<file path="config.mk">
export PLATFORM = sky130hd
export DESIGN_NAME = sum_squares_seq_flat
export DESIGN_NICKNAME = d
export VERILOG_FILES = /design/src/rtl/sqrt_pkg.sv /design/src/rtl/sum_squares_seq_if.sv /design/src/rtl/sum_squares_seq_shift_add_step.sv /design/src/rtl/sum_squares_seq.sv /design/src/flat_wrapper.sv
export SDC_FILE = /design/constraint.sdc
export NUM_CORES = 1
export LEC_CHECK = 0
export ABC_CLOCK_PERIOD_IN_PS = 5100
export CAP_MARGIN = 20
export CELL_PAD_IN_SITES_DETAIL_PLACEMENT = 0
export CELL_PAD_IN_SITES_GLOBAL_PLACEMENT = 1
export CORE_MARGIN = 5
export CORE_UTILIZATION = 45
export CTS_CLUSTER_DIAMETER = 40
export DETAILED_ROUTE_END_ITERATION = 6
export DONT_BUFFER_PORTS = 1
export HOLD_SLACK_MARGIN = 0.08
export PLACE_DENSITY = 0.75
export SLEW_MARGIN = 20
export SYNTH_ARGS = -nofsm -noshare
export SYNTH_HDL_FRONTEND = slang
export SYNTH_SLANG_ARGS = --single-unit
</file>
<file path="constraint.sdc">
create_clock -name clk -period 5.1 [get_ports clk]
set_input_delay 0.51 -clock clk [delete_from_list [all_inputs] [get_ports clk]]
set_output_delay 0.51 -clock clk [all_outputs]
set_load 0.01 [all_outputs]
</file>
<file path="src/rtl/sqrt_pkg.sv">
// Shared definitions for the sum-of-squares stage and the square-root stage it feeds.
package sqrt_pkg;

  localparam int IN_W_DEF = 15;
  localparam int OUT_W    = 32;

  typedef enum logic [1:0] {
    IDLE = 2'd0,
    SQ_A = 2'd1,
    SQ_B = 2'd2,
    DONE = 2'd3
  } state_e;

  // Step counter width; at least one bit even for degenerate operand widths.
  function automatic int cnt_width(input int n);
    return (n <= 2) ? 1 : $clog2(n);
  endfunction

endpackage

</file>
<file path="src/rtl/sum_squares_seq_if.sv">
// Start/busy/valid handshake carrying the operands in and the result out.
interface sum_squares_seq_if
  import sqrt_pkg::*;
#(
  parameter int IN_W = IN_W_DEF
);

  logic             start;
  logic [IN_W-1:0]  a;
  logic [IN_W-1:0]  b;
  logic             busy;
  logic             valid;
  logic [OUT_W-1:0] res;

  modport master (output start, a, b, input busy, valid, res);
  modport slave  (input start, a, b, output busy, valid, res);

endinterface

</file>
<file path="src/rtl/sum_squares_seq_shift_add_step.sv">
// One combinational shift-add multiply step, shared by both squaring passes.
module shift_add_step
  import sqrt_pkg::*;
#(
  parameter int IN_W = IN_W_DEF
) (
  input  logic [OUT_W-1:0] acc_i,
  input  logic [OUT_W-1:0] mcand_i,
  input  logic [IN_W-1:0]  mplier_i,
  output logic [OUT_W-1:0] acc_o,
  output logic [OUT_W-1:0] mcand_o,
  output logic [IN_W-1:0]  mplier_o
);

  assign acc_o    = mplier_i[0] ? (acc_i + mcand_i) : acc_i;
  assign mcand_o  = mcand_i << 1;
  assign mplier_o = mplier_i >> 1;

endmodule

</file>
<file path="src/rtl/sum_squares_seq.sv">
// Multicycle res = a*a + b*b: squares a then b with one shift-add step per clock,
// accumulating both into a single 32-bit sum.
module sum_squares_seq
  import sqrt_pkg::*;
#(
  parameter int IN_W = IN_W_DEF
) (
  input  logic             clk,
  input  logic             rst,
  sum_squares_seq_if.slave bus
);

  localparam int CNT_W = cnt_width(IN_W);

  if (2 * IN_W + 1 > OUT_W) begin : g_width_check
    $error("sum_squares_seq: 2*IN_W+1 must not exceed OUT_W");
  end

  state_e           state_q, state_d;
  logic [OUT_W-1:0] acc_q, acc_d;
  logic [OUT_W-1:0] mcand_q, mcand_d;
  logic [IN_W-1:0]  mplier_q, mplier_d;
  logic [IN_W-1:0]  b_q, b_d;
  logic [CNT_W-1:0] cnt_q, cnt_d;
  logic             busy_q, busy_d;
  logic             valid_q, valid_d;
  logic [OUT_W-1:0] res_q, res_d;

  logic [OUT_W-1:0] step_acc;
  logic [OUT_W-1:0] step_mcand;
  logic [IN_W-1:0]  step_mplier;
  logic             cnt_last;

  shift_add_step #(.IN_W(IN_W)) u_step (
    .acc_i    (acc_q),
    .mcand_i  (mcand_q),
    .mplier_i (mplier_q),
    .acc_o    (step_acc),
    .mcand_o  (step_mcand),
    .mplier_o (step_mplier)
  );

  assign cnt_last = (cnt_q == CNT_W'(IN_W - 1));

  always_comb begin
    // NOTE: every signal gets a default before the case so no path leaves one
    // unassigned, which would otherwise infer a latch.
    state_d  = state_q;
    acc_d    = acc_q;
    mcand_d  = mcand_q;
    mplier_d = mplier_q;
    b_d      = b_q;
    cnt_d    = cnt_q;
    busy_d   = busy_q;
    valid_d  = 1'b0;
    res_d    = res_q;

    unique case (state_q)
      IDLE: begin
        if (bus.start) begin
          mcand_d  = OUT_W'(bus.a);
          mplier_d = bus.a;
          b_d      = bus.b;
          acc_d    = '0;
          cnt_d    = '0;
          busy_d   = 1'b1;
          state_d  = SQ_A;
        end
      end

      SQ_A: begin
        acc_d = step_acc;
        if (cnt_last) begin
          // Second pass reuses the same step logic on the latched b.
          mcand_d  = OUT_W'(b_q);
          mplier_d = b_q;
          cnt_d    = '0;
          state_d  = SQ_B;
        end else begin
          mcand_d  = step_mcand;
          mplier_d = step_mplier;
          cnt_d    = cnt_q + CNT_W'(1);
        end
      end

      SQ_B: begin
        acc_d    = step_acc;
        mcand_d  = step_mcand;
        mplier_d = step_mplier;
        if (cnt_last) begin
          cnt_d   = '0;
          state_d = DONE;
        end else begin
          cnt_d = cnt_q + CNT_W'(1);
        end
      end

      DONE: begin
        res_d   = acc_q;
        valid_d = 1'b1;
        busy_d  = 1'b0;
        state_d = IDLE;
      end

      default: state_d = IDLE;
    endcase
  end

  // NOTE: state registers use non-blocking assignments so every flop samples
  // the pre-edge values regardless of statement order.
  always_ff @(posedge clk) begin
    if (rst) begin
      state_q  <= IDLE;
      acc_q    <= '0;
      mcand_q  <= '0;
      mplier_q <= '0;
      b_q      <= '0;
      cnt_q    <= '0;
      busy_q   <= 1'b0;
      valid_q  <= 1'b0;
      res_q    <= '0;
    end else begin
      state_q  <= state_d;
      acc_q    <= acc_d;
      mcand_q  <= mcand_d;
      mplier_q <= mplier_d;
      b_q      <= b_d;
      cnt_q    <= cnt_d;
      busy_q   <= busy_d;
      valid_q  <= valid_d;
      res_q    <= res_d;
    end
  end

  assign bus.busy  = busy_q;
  assign bus.valid = valid_q;
  assign bus.res   = res_q;

endmodule

</file>
<file path="src/flat_wrapper.sv">
// flat-port wrapper written by rule: the top's interface ports become plain ports
module sum_squares_seq_flat import sqrt_pkg::*;
#(
  parameter int IN_W = IN_W_DEF
)
  (clk, rst, bus_start, bus_a, bus_b, bus_busy, bus_valid, bus_res);
  sum_squares_seq_if #(.IN_W(IN_W)) bus_i ();
  input  logic clk;
  input  logic rst;
  input wire logic [$bits(bus_i.start)-1:0] bus_start;
  input wire logic [$bits(bus_i.a)-1:0] bus_a;
  input wire logic [$bits(bus_i.b)-1:0] bus_b;
  output wire logic [$bits(bus_i.busy)-1:0] bus_busy;
  output wire logic [$bits(bus_i.valid)-1:0] bus_valid;
  output wire logic [$bits(bus_i.res)-1:0] bus_res;
  assign bus_i.start = bus_start;
  assign bus_i.a = bus_a;
  assign bus_i.b = bus_b;
  assign bus_busy = bus_i.busy;
  assign bus_valid = bus_i.valid;
  assign bus_res = bus_i.res;
  sum_squares_seq #(.IN_W(IN_W)) u_core (.clk(clk), .rst(rst), .bus(bus_i));
endmodule
</file>
==> results.sh, run 1 <==
export IMPL_ant_nets=0
export IMPL_worst_clock_skew_ps=8.458
export IMPL_io_buffers=0
export IMPL_die_y_um=133.0
export IMPL_start_util_pct=45.30
export IMPL_maxCapViolCount=0
export IMPL_synthArstFlopShare_pct=0
export IMPL_synth_edf_count=0
export IMPL_leakagePower_uw=0.002955
export IMPL_ff2ff_path_depth=10
export IMPL_fin_crit_ps=2926
export IMPL_avgSynthCellArea_um2=8.107
export IMPL_synth_area_leader_cell="dfxtp_1"
export IMPL_hold_class="in2reg"
export IMPL_grt_use_total_pct=19.57
export IMPL_drc_errors=0
export IMPL_dp_hpwl_um=11660
export IMPL_nNetsFinal=880
export IMPL_synth_compound_area_share_pct=21.16
export IMPL_wl_um=16950
export IMPL_status="completed"
export IMPL_finalCritPeriodShare_pct=57.37
export IMPL_cts_sinks=134
export IMPL_drt_iter0_markers=401
export IMPL_max_slew_margin_rel_pct=37.01
export IMPL_grt_pass1_vias=5548
export IMPL_synth_distinct_cells=54
export IMPL_wl_per_cell_um=16.80
export IMPL_hold_buffers=0
export IMPL_clockBufferDepth=2
export IMPL_core_area_um2=15030
export IMPL_cts_tree="done"
export IMPL_avgViaCountPerCell=5.714
export IMPL_yosys_area_share_simple_pct=20.14
export IMPL_p_total_uw=3829
export IMPL_antenna_found_initial=0
export IMPL_diodes=0
export IMPL_cp_max_fo=24
export IMPL_numCtsBuffers=17
export IMPL_gp_congestion=0.9392
export IMPL_ys_seq_area_share_pct=39.39
export IMPL_synth_xor_area_share_pct=2.958
export IMPL_ys_ff_latch=134
export IMPL_grt_overflow=0
export IMPL_cts_reportedPaths_clkPinSlew_ps=60
export IMPL_finalSetupViolations=0
export IMPL_final_cell_mix="nor2_1 (134), dfxtp_1 (134), a21oi_1 (109)"
export IMPL_rsz0062_at_grt="false"
export IMPL_final_hold_viol_count=0
export IMPL_worstPathArrival_ps=3290
export IMPL_dr_pass1_iters=5
export IMPL_layout_drive_gt1_share_pct=5.968
export IMPL_cts_resized=0
export IMPL_peakVddDrop_mv=0.3402
export IMPL_synth_fa_ha_area_share_pct=7.275
export IMPL_cts_root_buf="clkbuf_16"
export IMPL_pin_count=67
export IMPL_syn_nets=912
export IMPL_fmax_mhz=341.8
export IMPL_syn_inst=840
export IMPL_crit_path_end_kind="flop"
export IMPL_synth_area_top_cells="dfxtp_1 (39%), a21oi_1 (8.0%), nor2_1 (7.4%)"
export IMPL_area_growth_synth_to_final_pct=9.682
export IMPL_clk_latency_ps=420
export IMPL_yosys_warnings=0
export IMPL_p_per_area_nw_per_um2=512.6
export IMPL_crit_type="reg2reg"
export IMPL_setup_tns_final_ps=0
export IMPL_htree_levels=4
export IMPL_syn_area_um2=6810
export IMPL_grt_pass1_wl_um=28210
export IMPL_worst_slew_pin_slew_ps=944.8
export IMPL_reg2reg_slack_ps=2170
export IMPL_synthMuxAreaShare_pct=5.016
export IMPL_rows=45
export IMPL_grt_max_degree=120
export IMPL_num_vias=5765
export IMPL_fp_dieW_um=133.0
export IMPL_maxSlewViolCount=0
export IMPL_ys_flop_type="dfxtp_1"
export IMPL_cts_setup_buffers=0
export IMPL_die_area_um2=17690
export IMPL_yosysTopAreaCellShare_pct=39.39
export IMPL_synth_top_family_by_area="compound AO/OA/AOI/OAI gates"
export IMPL_hold_depth=1
export IMPL_start_kind="flop"
export IMPL_required_ps=5460
## synth_stat cells (all sizes together), types with 2 or more instances
| cell type | instances |
|---|---|
| a22o | 12 |
| nor2 | 134 |
| nor3 | 31 |
| a32oi | 2 |
| nand2b | 9 |
| a22oi | 27 |
| inv | 14 |
| or3 | 2 |
| o31a | 2 |
| nor2b | 11 |
| dfxtp | 134 |
| nand2 | 88 |
| nand4 | 5 |
| o22ai | 2 |
| a41oi | 2 |
| o21bai | 5 |
| nand3b | 2 |
| a311oi | 3 |
| buf | 14 |
| nand3 | 17 |
| and2 | 2 |
| mux2i | 33 |
| o31ai | 2 |
| nor4 | 3 |
| a21o | 16 |
| a211oi | 5 |
| a21oi | 111 |
| o211ai | 5 |
| ha | 38 |
| xnor2 | 15 |
| and3 | 7 |
| xor2 | 8 |
| clkbuf | 41 |
| a31oi | 6 |
| o21ai | 21 |
| nor3b | 2 |
## metal layers
metal / wire [um] / up-vias / track usage, % / part of all wire, %
li1: - / 2891 / - / -
met1: 7471 / 2735 / 23.51 / 44
met2: 8270 / 110 / 32.96 / 49
met3: 730 / 29 / 5.399 / 4.3
met4: 474 / 0 / 8.141 / 2.8
met5: 0 / - / 0 / 0
## worst max-delay path: stages (launching register included)
cell and delay (ps):
dfxtp_1 460, inv_1 120, ha_1 270, nand2b_1 310, nand2_1 510, nor3b_2 290
buf_4 310, nand4_1 160, a211oi_1 240, a41oi_1 70, nand3_1 110
## power breakdown
group | internal [uW] | switching [uW]
sequential | 1200 | 121
clock | 775 | 468
combinational | 398 | 863
## cell families (layout without fill, tap and decap cells)
group,Yosys count,in the layout
simple gates,316,316
compound gates,225,225
flops,134,134
buf+inv,69,50
fa+ha+maj,39,39
mux,34,34
xor+xnor,23,23
## final timing paths
path	to	from
setup / recovery	u_core.acc_q[28]	u_core.state_q[0]
hold reg to reg	u_core.b_q[12]	u_core.b_q[12]
setup reg to reg	u_core.acc_q[28]	u_core.state_q[0]
hold / removal	u_core.mcand_q[28]	rst
## cell type report
class,instances,area [um^2]
clock buffers,18,439.2
clock inverters,14,158.9
fillers,1479,7564
inverters,14,52.55
multi-input cells,637,3871
flip-flops and latches,134,2683
well taps,188,235.2
repair buffers,4,30.03
## stage by stage
stage / utilization (%) / instance area (um^2) / setup slack [ps] / std cells / hold WS, ps
floorplan: - / 6810 / 2478 / 840 / 436.6
global placement: 45.64 / 6862 / 2234 / 977 / 443.4
detailed placement: 45.64 / 6862 / 2193 / 977 / 443.7
CTS: 49.62 / 7460 / 2168 / 1009 / 149.7
global route: 49.69 / 7470 / 1954 / 1009 / 137.4
finish: 49.69 / 7470 / 2174 / 1009 / 159.3
## state kept, by name, summed over array words and instances (netlist names)
| signal | flops |
|---|---|
| u_core.cnt_q | 4 |
| u_core.state_q | 2 |
| u_core.mplier_q | 15 |
| u_core.bus.res | 32 |
| u_core.mcand_q | 32 |
| u_core.acc_q | 32 |
| u_core.bus.busy | 1 |
| u_core.b_q | 15 |
| u_core.bus.valid | 1 |
(Power assumes the default switching activity.)
==> run 2, diff against run 1 <==
--- a/config.mk
+++ b/config.mk
@@ -5,12 +5,13 @@
 export SDC_FILE = /design/constraint.sdc
 export NUM_CORES = 1
 export LEC_CHECK = 0
-export ABC_CLOCK_PERIOD_IN_PS = 5100
+export ABC_AREA = 1
+export ABC_CLOCK_PERIOD_IN_PS = 2400
 export CAP_MARGIN = 20
 export CELL_PAD_IN_SITES_DETAIL_PLACEMENT = 0
 export CELL_PAD_IN_SITES_GLOBAL_PLACEMENT = 1
 export CORE_MARGIN = 5
-export CORE_UTILIZATION = 45
+export CORE_UTILIZATION = 41
 export CTS_CLUSTER_DIAMETER = 40
 export DETAILED_ROUTE_END_ITERATION = 6
 export DONT_BUFFER_PORTS = 1
==> constraint.sdc (replaced) <==
create_clock -name clk -period 2.4 [get_ports clk]
set_input_delay 0.24 -clock clk [delete_from_list [all_inputs] [get_ports clk]]
set_output_delay 0.24 -clock clk [all_outputs]
set_load 0.01 [all_outputs]
==> run 2 against run 1 <==
Compared with the run above:
- sequential cell count unchanged
- power increased by 140%
- first-iteration DRC count increased by 32%
- setup slack got worse by 1900 ps
- non-clock buffer count increased by 40
- hold slack got worse by 68 ps
- global-route usage increased by 2.3 points
- sequential power increased by 130%
- critical path type unchanged
==> results.sh, run 2 <==
export IMPL_met2_length_um=10790
export IMPL_final_common_cell="nand2_1"
export IMPL_synth_common_cells="nand2_1 (316), inv_1 (140), dfxtp_1 (134)"
export IMPL_gp_congestion=0.8566
export IMPL_peakVddDrop_mv=0.9651
export IMPL_fmax_mhz=462.1
export IMPL_num_vias=7419
export IMPL_p_sw_share_pct=43.40
export IMPL_grt_pass1_vias=7052
export IMPL_area_growth_synth_to_final_pct=13.89
export IMPL_grt_overflow=0
export IMPL_worst_clock_skew_ps=9.240
export IMPL_hold_class="in2reg"
export IMPL_final_area_um2=8916
export IMPL_maxUsedRoutingLayer="met4"
export IMPL_wl_per_cell_um=16.39
export IMPL_p_sw_uw=3991
export IMPL_maxCapViolCount=0
export IMPL_pin_count=67
export IMPL_die_area_um2=21960
export IMPL_ys_flop_type="dfxtp_1"
export IMPL_cp_max_fo=4
export IMPL_grt_pass1_wl_um=38180
export IMPL_worst_slew_pin_slew_ps=692.0
export IMPL_ys_ff_latch=134
export IMPL_p_per_area_nw_per_um2=1031
export IMPL_synth_distinct_cells=38
export IMPL_finalSetupViolations=0
export IMPL_ant_nets=0
export IMPL_clockBufferDepth=2
export IMPL_fin_crit_ps=2164
export IMPL_final_hold_viol_count=0
export IMPL_dpl_cell_area_um2=8040
export IMPL_antenna_found_initial=0
export IMPL_rr_startpoint="u_core.mcand_q[0]"
export IMPL_start_kind="flop"
export IMPL_final_cell_mix="nand2_1 (316), inv_1 (139), dfxtp_1 (134)"
export IMPL_fillCellCount=1983
export IMPL_finalWorstSetupSlack_ps=236.0
export IMPL_wl_um=23630
export IMPL_p_total_uw=9194
export IMPL_cts_reportedPaths_clkPinSlew_ps=60
export IMPL_syn_nets=1253
export IMPL_p_comb_share_pct=38.1
export IMPL_pwr_share_seq_pct=33.4
export IMPL_maxSlewViolCount=0
export IMPL_synth_area_top_cells="dfxtp_1 (34%), nand2_1 (15%), a21oi_1 (7.3%)"
export IMPL_dr_pass1_iters=5
export IMPL_io_buffers=0
export IMPL_grt_use_total_pct=21.91
export IMPL_min_from="bus_a[1]"
export IMPL_start_util_pct=41.71
export IMPL_ys_seq_area_share_pct=34.27
export IMPL_avgViaCountPerCell=5.149
export IMPL_dpl_worst_slack_ps=195.2
export IMPL_ff2ff_path_depth=13
export IMPL_status="completed"
export IMPL_yosysMostFrequentCell="nand2_1"
export IMPL_synthArstFlopShare_pct=0
export IMPL_cts_setup_buffers=0
export IMPL_avgSynthCellArea_um2=6.629
export IMPL_crit_path_end_kind="flop"
export IMPL_rows=50
export IMPL_numCtsBuffers=17
export IMPL_yosysTopAreaCellShare_pct=34.27
export IMPL_crit_type="reg2reg"
export IMPL_setup_tns_final_ps=0
export IMPL_power_clock_fraction_pct=28.5
export IMPL_leakagePower_uw=0.004108
export IMPL_syn_area_um2=7829
export IMPL_core_area_um2=18770
export IMPL_reg2reg_slack_ps=240
export IMPL_r2r_end="u_core.acc_q[22]"
export IMPL_worstPathArrival_ps=2460
export IMPL_fp_dieW_um=148.2
export IMPL_drt_iter0_markers=528
export IMPL_max_slew_margin_rel_pct=53.72
export IMPL_syn_inst=1181
export IMPL_cts_root_buf="clkbuf_16"
export IMPL_rsz0062_at_grt="false"
export IMPL_required_ps=2700
export IMPL_drt_met1_wl_um=11190
export IMPL_cts_sinks=134
export IMPL_startpoint="u_core.mcand_q[0]"
export IMPL_synth_area_leader_cell="dfxtp_1"
export IMPL_drc_errors=0
export IMPL_nNetsFinal=1266
export IMPL_met3_length_um=1343
export IMPL_cp_endpoint="u_core.acc_q[22]"
export IMPL_synth_edf_count=0
export IMPL_finalCritPeriodShare_pct=90.17
export IMPL_htree_levels=4
export IMPL_clk_latency_ps=430
export IMPL_dp_hpwl_um=16940
export IMPL_layout_drive_gt1_share_pct=7.622
export IMPL_yosys_warnings=0
export IMPL_grt_max_degree=73
export IMPL_internal_power_uw=5203
export IMPL_die_y_um=148.2
export IMPL_cts_tree="done"
export IMPL_diodes=0
## run 2: cell count changes after synthesis, sizes merged, moves of 27 or more
cell	previous run	this run
nand2	88	318
inv	14	144
o21ai	21	99
nand3	17	73
mux2i	33	0
a22oi	27	0
nor3	31	4
## run 2: worst min-delay path by stage
stage	endpoint	slack [ps]	depth (start not counted)
3_3_place_gp	u_core.mcand_q[27]	320	1
2_1_floorplan	u_core.b_q[14]	390	2
3_5_place_dp	u_core.mcand_q[27]	320	1
6_report	u_core.mplier_q[1]	90	2
4_1_cts	u_core.mcand_q[8]	80	2
5_1_grt	u_core.mcand_q[3]	110	2
## run 2: power by group through the flow
| stage | Sequential (uW) | Clock, uW | Combinational [uW] |
|---|---|---|---|
| 6_report | 3070 | 2620 | 3500 |
| 4_1_cts | 3080 | 2680 | 3500 |
| 2_1_floorplan | 2980 | 0 | 2570 |
| 3_5_place_dp | 3120 | 0 | 3420 |
| 3_3_place_gp | 3110 | 0 | 3410 |
| 5_1_grt | 3120 | 2780 | 3930 |
## run 2: critical path, cell delays in order, from the launching register on
cell	delay [ps]
dfxtp_1	390
ha_2	240
inv_1	60
fa_1	410
inv_1	120
nand2_1	60
nand3_1	130
nand2_1	80
nand2_1	180
nand2_1	100
nand2_1	70
nand2_1	40
nand3_1	80
a21oi_1	70
## run 2: cells by family (layout without fill, tap and decap cells)
kind of cell	count (synthesis)	count (layout)	share of synthesized area (%)
buffers and inverters	194	220	9.957
AND/OR/NAND/NOR	533	533	28.48
adder cells (fa/ha/maj)	39	39	6.329
XOR/XNOR	4	4	0.4476
flip-flops	134	134	34.27
AO/OA/AOI/OAI	277	277	20.52
## run 2: routing by layer
layer	GRT usage, %	vias up
met5	0	-
met4	5.312	0
met3	5.850	21
met2	35.12	145
met1	29.55	3365
li1	-	3888
## run 2: per-stage QoR
step                util [%]  instances  hold slack (ps)
finish                 47.51       1441            91.09
CTS                    47.47       1441            82.26
floorplan                  -       1181            391.9
global placement       42.84       1382            320.6
global route           47.51       1441            111.0
detailed placement     42.84       1382            318.5
## run 2: cell type report
cell class / count / area (um^2) / area share (%)
Clock buffer: 17 / 425.4 / 4.771
Clock inverter: 15 / 155.1 / 1.740
Inverter: 144 / 543.0 / 6.090
Multi-Input combinational cell: 853 / 4377 / 49.09
Sequential cell: 134 / 2683 / 30.09
Tap cell: 234 / 292.8 / 3.284
Timing Repair Buffer: 44 / 440.4 / 4.940
## run 2: timing repair
action                                 CTS  global route
hold buffers                            27             0
endpoints found under the hold margin   94             0
setup endpoints to repair                0             4
gates resized for setup                  0             2
==> run 3, diff against run 2 <==
--- a/config.mk
+++ b/config.mk
@@ -8,15 +8,13 @@
 export ABC_AREA = 1
 export ABC_CLOCK_PERIOD_IN_PS = 2400
 export CAP_MARGIN = 20
-export CELL_PAD_IN_SITES_DETAIL_PLACEMENT = 0
-export CELL_PAD_IN_SITES_GLOBAL_PLACEMENT = 1
 export CORE_MARGIN = 5
-export CORE_UTILIZATION = 41
+export CORE_UTILIZATION = 45
 export CTS_CLUSTER_DIAMETER = 40
 export DETAILED_ROUTE_END_ITERATION = 6
 export DONT_BUFFER_PORTS = 1
 export HOLD_SLACK_MARGIN = 0.08
-export PLACE_DENSITY = 0.75
+export PLACE_DENSITY = 0.61
 export SLEW_MARGIN = 20
 export SYNTH_ARGS = -nofsm -noshare
 export SYNTH_HDL_FRONTEND = slang
==> run 3 against run 2 <==
Compared with the run above:
- combinational power about the same
- clock-buffer cell count up 1
- hold slack better by 25 ps
- sequential cell count unchanged
- non-clock buffer count up 5
- die area down 8.3%
- core utilization up 4.8 points
- sequential share of layout area down 0.21 points
- maximum frequency down 1.2%
- global-route usage up 0.73 points
- power up 1.5%
- largest cell class unchanged
==> results.sh, run 3 (synthesized netlist as in run 2, its figures left out) <==
export IMPL_status="completed"
export IMPL_num_vias=7516
export IMPL_required_ps=2700
export IMPL_max_slew_margin_rel_pct=53.97
export IMPL_fp_dieW_um=141.9
export IMPL_cp_max_fo=4
export IMPL_finalWorstSetupSlack_ps=208.7
export IMPL_internal_power_uw=5429
export IMPL_clk_latency_ps=420
export IMPL_worst_clock_skew_ps=9.149
export IMPL_crit_path_end_kind="flop"
export IMPL_io_buffers=0
export IMPL_multi_input_area_um2=4372
export IMPL_rsz0062_at_grt="false"
export IMPL_wl_per_cell_um=15.49
export IMPL_grt_use_total_pct=22.64
export IMPL_ff2ff_path_depth=13
export IMPL_die_area_um2=20140
export IMPL_crit_type="reg2reg"
export IMPL_grt_overflow=0
export IMPL_layout_drive_gt1_share_pct=7.591
export IMPL_p_sw_uw=3899
export IMPL_avgViaCountPerCell=5.230
export IMPL_min_from="bus_a[11]"
export IMPL_worst_slew_pin_slew_ps=683.2
export IMPL_gp_congestion=0.9430
export IMPL_grt_max_degree=73
export IMPL_finalSetupViolations=0
export IMPL_maxSlewViolCount=0
export IMPL_power_clock_fraction_pct=29.9
export IMPL_peakVddDrop_mv=0.9952
export IMPL_ant_nets=0
export IMPL_maxCapViolCount=0
export IMPL_drt_met1_wl_um=10460
export IMPL_pwr_share_seq_pct=32.8
export IMPL_dr_pass1_iters=6
export IMPL_final_common_cell="nand2_1"
export IMPL_start_kind="flop"
export IMPL_final_cell_mix="nand2_1 (315), inv_1 (140), dfxtp_1 (134)"
export IMPL_worstPathArrival_ps=2490
export IMPL_r2r_end="u_core.acc_q[30]"
export IMPL_met3_length_um=1042
export IMPL_dp_hpwl_um=15670
export IMPL_dp_cells=1374
export IMPL_dpl_worst_slack_ps=213.9
export IMPL_whs_endpoint="u_core.mcand_q[11]"
export IMPL_cts_sinks=134
export IMPL_grt_pass1_wl_um=36410
export IMPL_hold_depth=2
export IMPL_drt_iter0_markers=625
export IMPL_drc_errors=0
export IMPL_seq_area_um2=2683
export IMPL_grt_pass1_vias=7155
export IMPL_htree_levels=4
export IMPL_rows=48
export IMPL_fmax_mhz=456.3
export IMPL_fin_crit_ps=2191
export IMPL_cts_tree="done"
export IMPL_antenna_found_initial=0
export IMPL_start_util_pct=45.58
export IMPL_cts_reportedPaths_clkPinSlew_ps=70
export IMPL_die_y_um=141.9
export IMPL_numCtsBuffers=17
export IMPL_hold_class="in2reg"
export IMPL_p_per_area_nw_per_um2=1039
export IMPL_finalCritPeriodShare_pct=91.31
export IMPL_reg2reg_slack_ps=210
export IMPL_leakagePower_uw=0.004137
export IMPL_clockBufferDepth=2
export IMPL_p_comb_share_pct=37.3
export IMPL_rr_startpoint="u_core.mcand_q[0]"
export IMPL_wl_um=22250
export IMPL_area_growth_synth_to_final_pct=14.70
export IMPL_final_cells=1437
export IMPL_final_hold_viol_count=0
export IMPL_maxUsedRoutingLayer="met4"
export IMPL_met2_length_um=10150
export IMPL_nNetsFinal=1271
export IMPL_core_area_um2=17180
export IMPL_cts_root_buf="clkbuf_16"
export IMPL_diodes=0
export IMPL_p_sw_share_pct=41.79
export IMPL_setup_tns_final_ps=0
export IMPL_pin_count=67
export IMPL_fillCellCount=1753
==> run 3: per-stage QoR <==
step                utilization, %  power (uW)  hold slack (ps)  instance area (um^2)
finish                       52.28        9328            115.9                  8980
global placement             46.71        6447            316.0                  8024
CTS                          52.27        9376            100.8                  8977
detailed placement           46.71        6486            319.0                  8024
global route                 52.28        9946            119.9                  8980
floorplan                        -        5545            391.9                  7829
==> run 3: repair_timing <==
item	CTS	global route
setup endpoints to repair	0	2
buffers inserted	0	0
resized for setup	0	1
hold endpoints to repair	98	0
hold buffers	31	0
==> run 3: power by group through the flow <==
stage / registers [uW] / logic [uW] / clock network, uW
floorplan: 2980 / 2570 / 0
global placement: 3110 / 3340 / 0
detailed placement: 3100 / 3380 / 0
CTS: 3060 / 3460 / 2850
global route: 3110 / 3890 / 2950
finish: 3060 / 3480 / 2790
==> run 3: worst max-delay path, stage by stage, from the launching register on <==
cell,delay [ps]
dfxtp_1,380
ha_1,240
inv_1,70
fa_1,420
inv_1,130
nand2_1,70
nand3_1,140
nand2_1,80
nand2_1,170
nand2_1,110
nand2_1,70
nand2_1,40
nand3_1,80
a21oi_1,70
==> run 3: routing by layer <==
layer | up-vias | global-route usage, %
li1 | 3901 | -
met2 | 163 | 37.12
met4 | 0 | 8.182
met5 | - | 0
met1 | 3424 | 29.61
met3 | 28 | 4.651
==> run 3: worst max-delay path by stage <==
stage                            from          endpoint  cells after the start
floorplan           u_core.mcand_q[0]  u_core.acc_q[28]                     13
global placement    u_core.mcand_q[0]  u_core.acc_q[16]                     12
detailed placement  u_core.mcand_q[0]  u_core.acc_q[16]                     12
CTS                 u_core.mcand_q[0]  u_core.acc_q[24]                     13
global route        u_core.mcand_q[0]  u_core.acc_q[22]                     13
finish              u_core.mcand_q[0]  u_core.acc_q[30]                     13
==> run 3: area by class of cell <==
class,instances,share of cell area (%)
Multi-Input combinational cell,853,48.68
Sequential cell,134,29.87
Inverter,144,6.047
Timing Repair Buffer,49,5.295
Clock buffer,18,4.891
Tap cell,225,3.135
Clock inverter,14,2.076
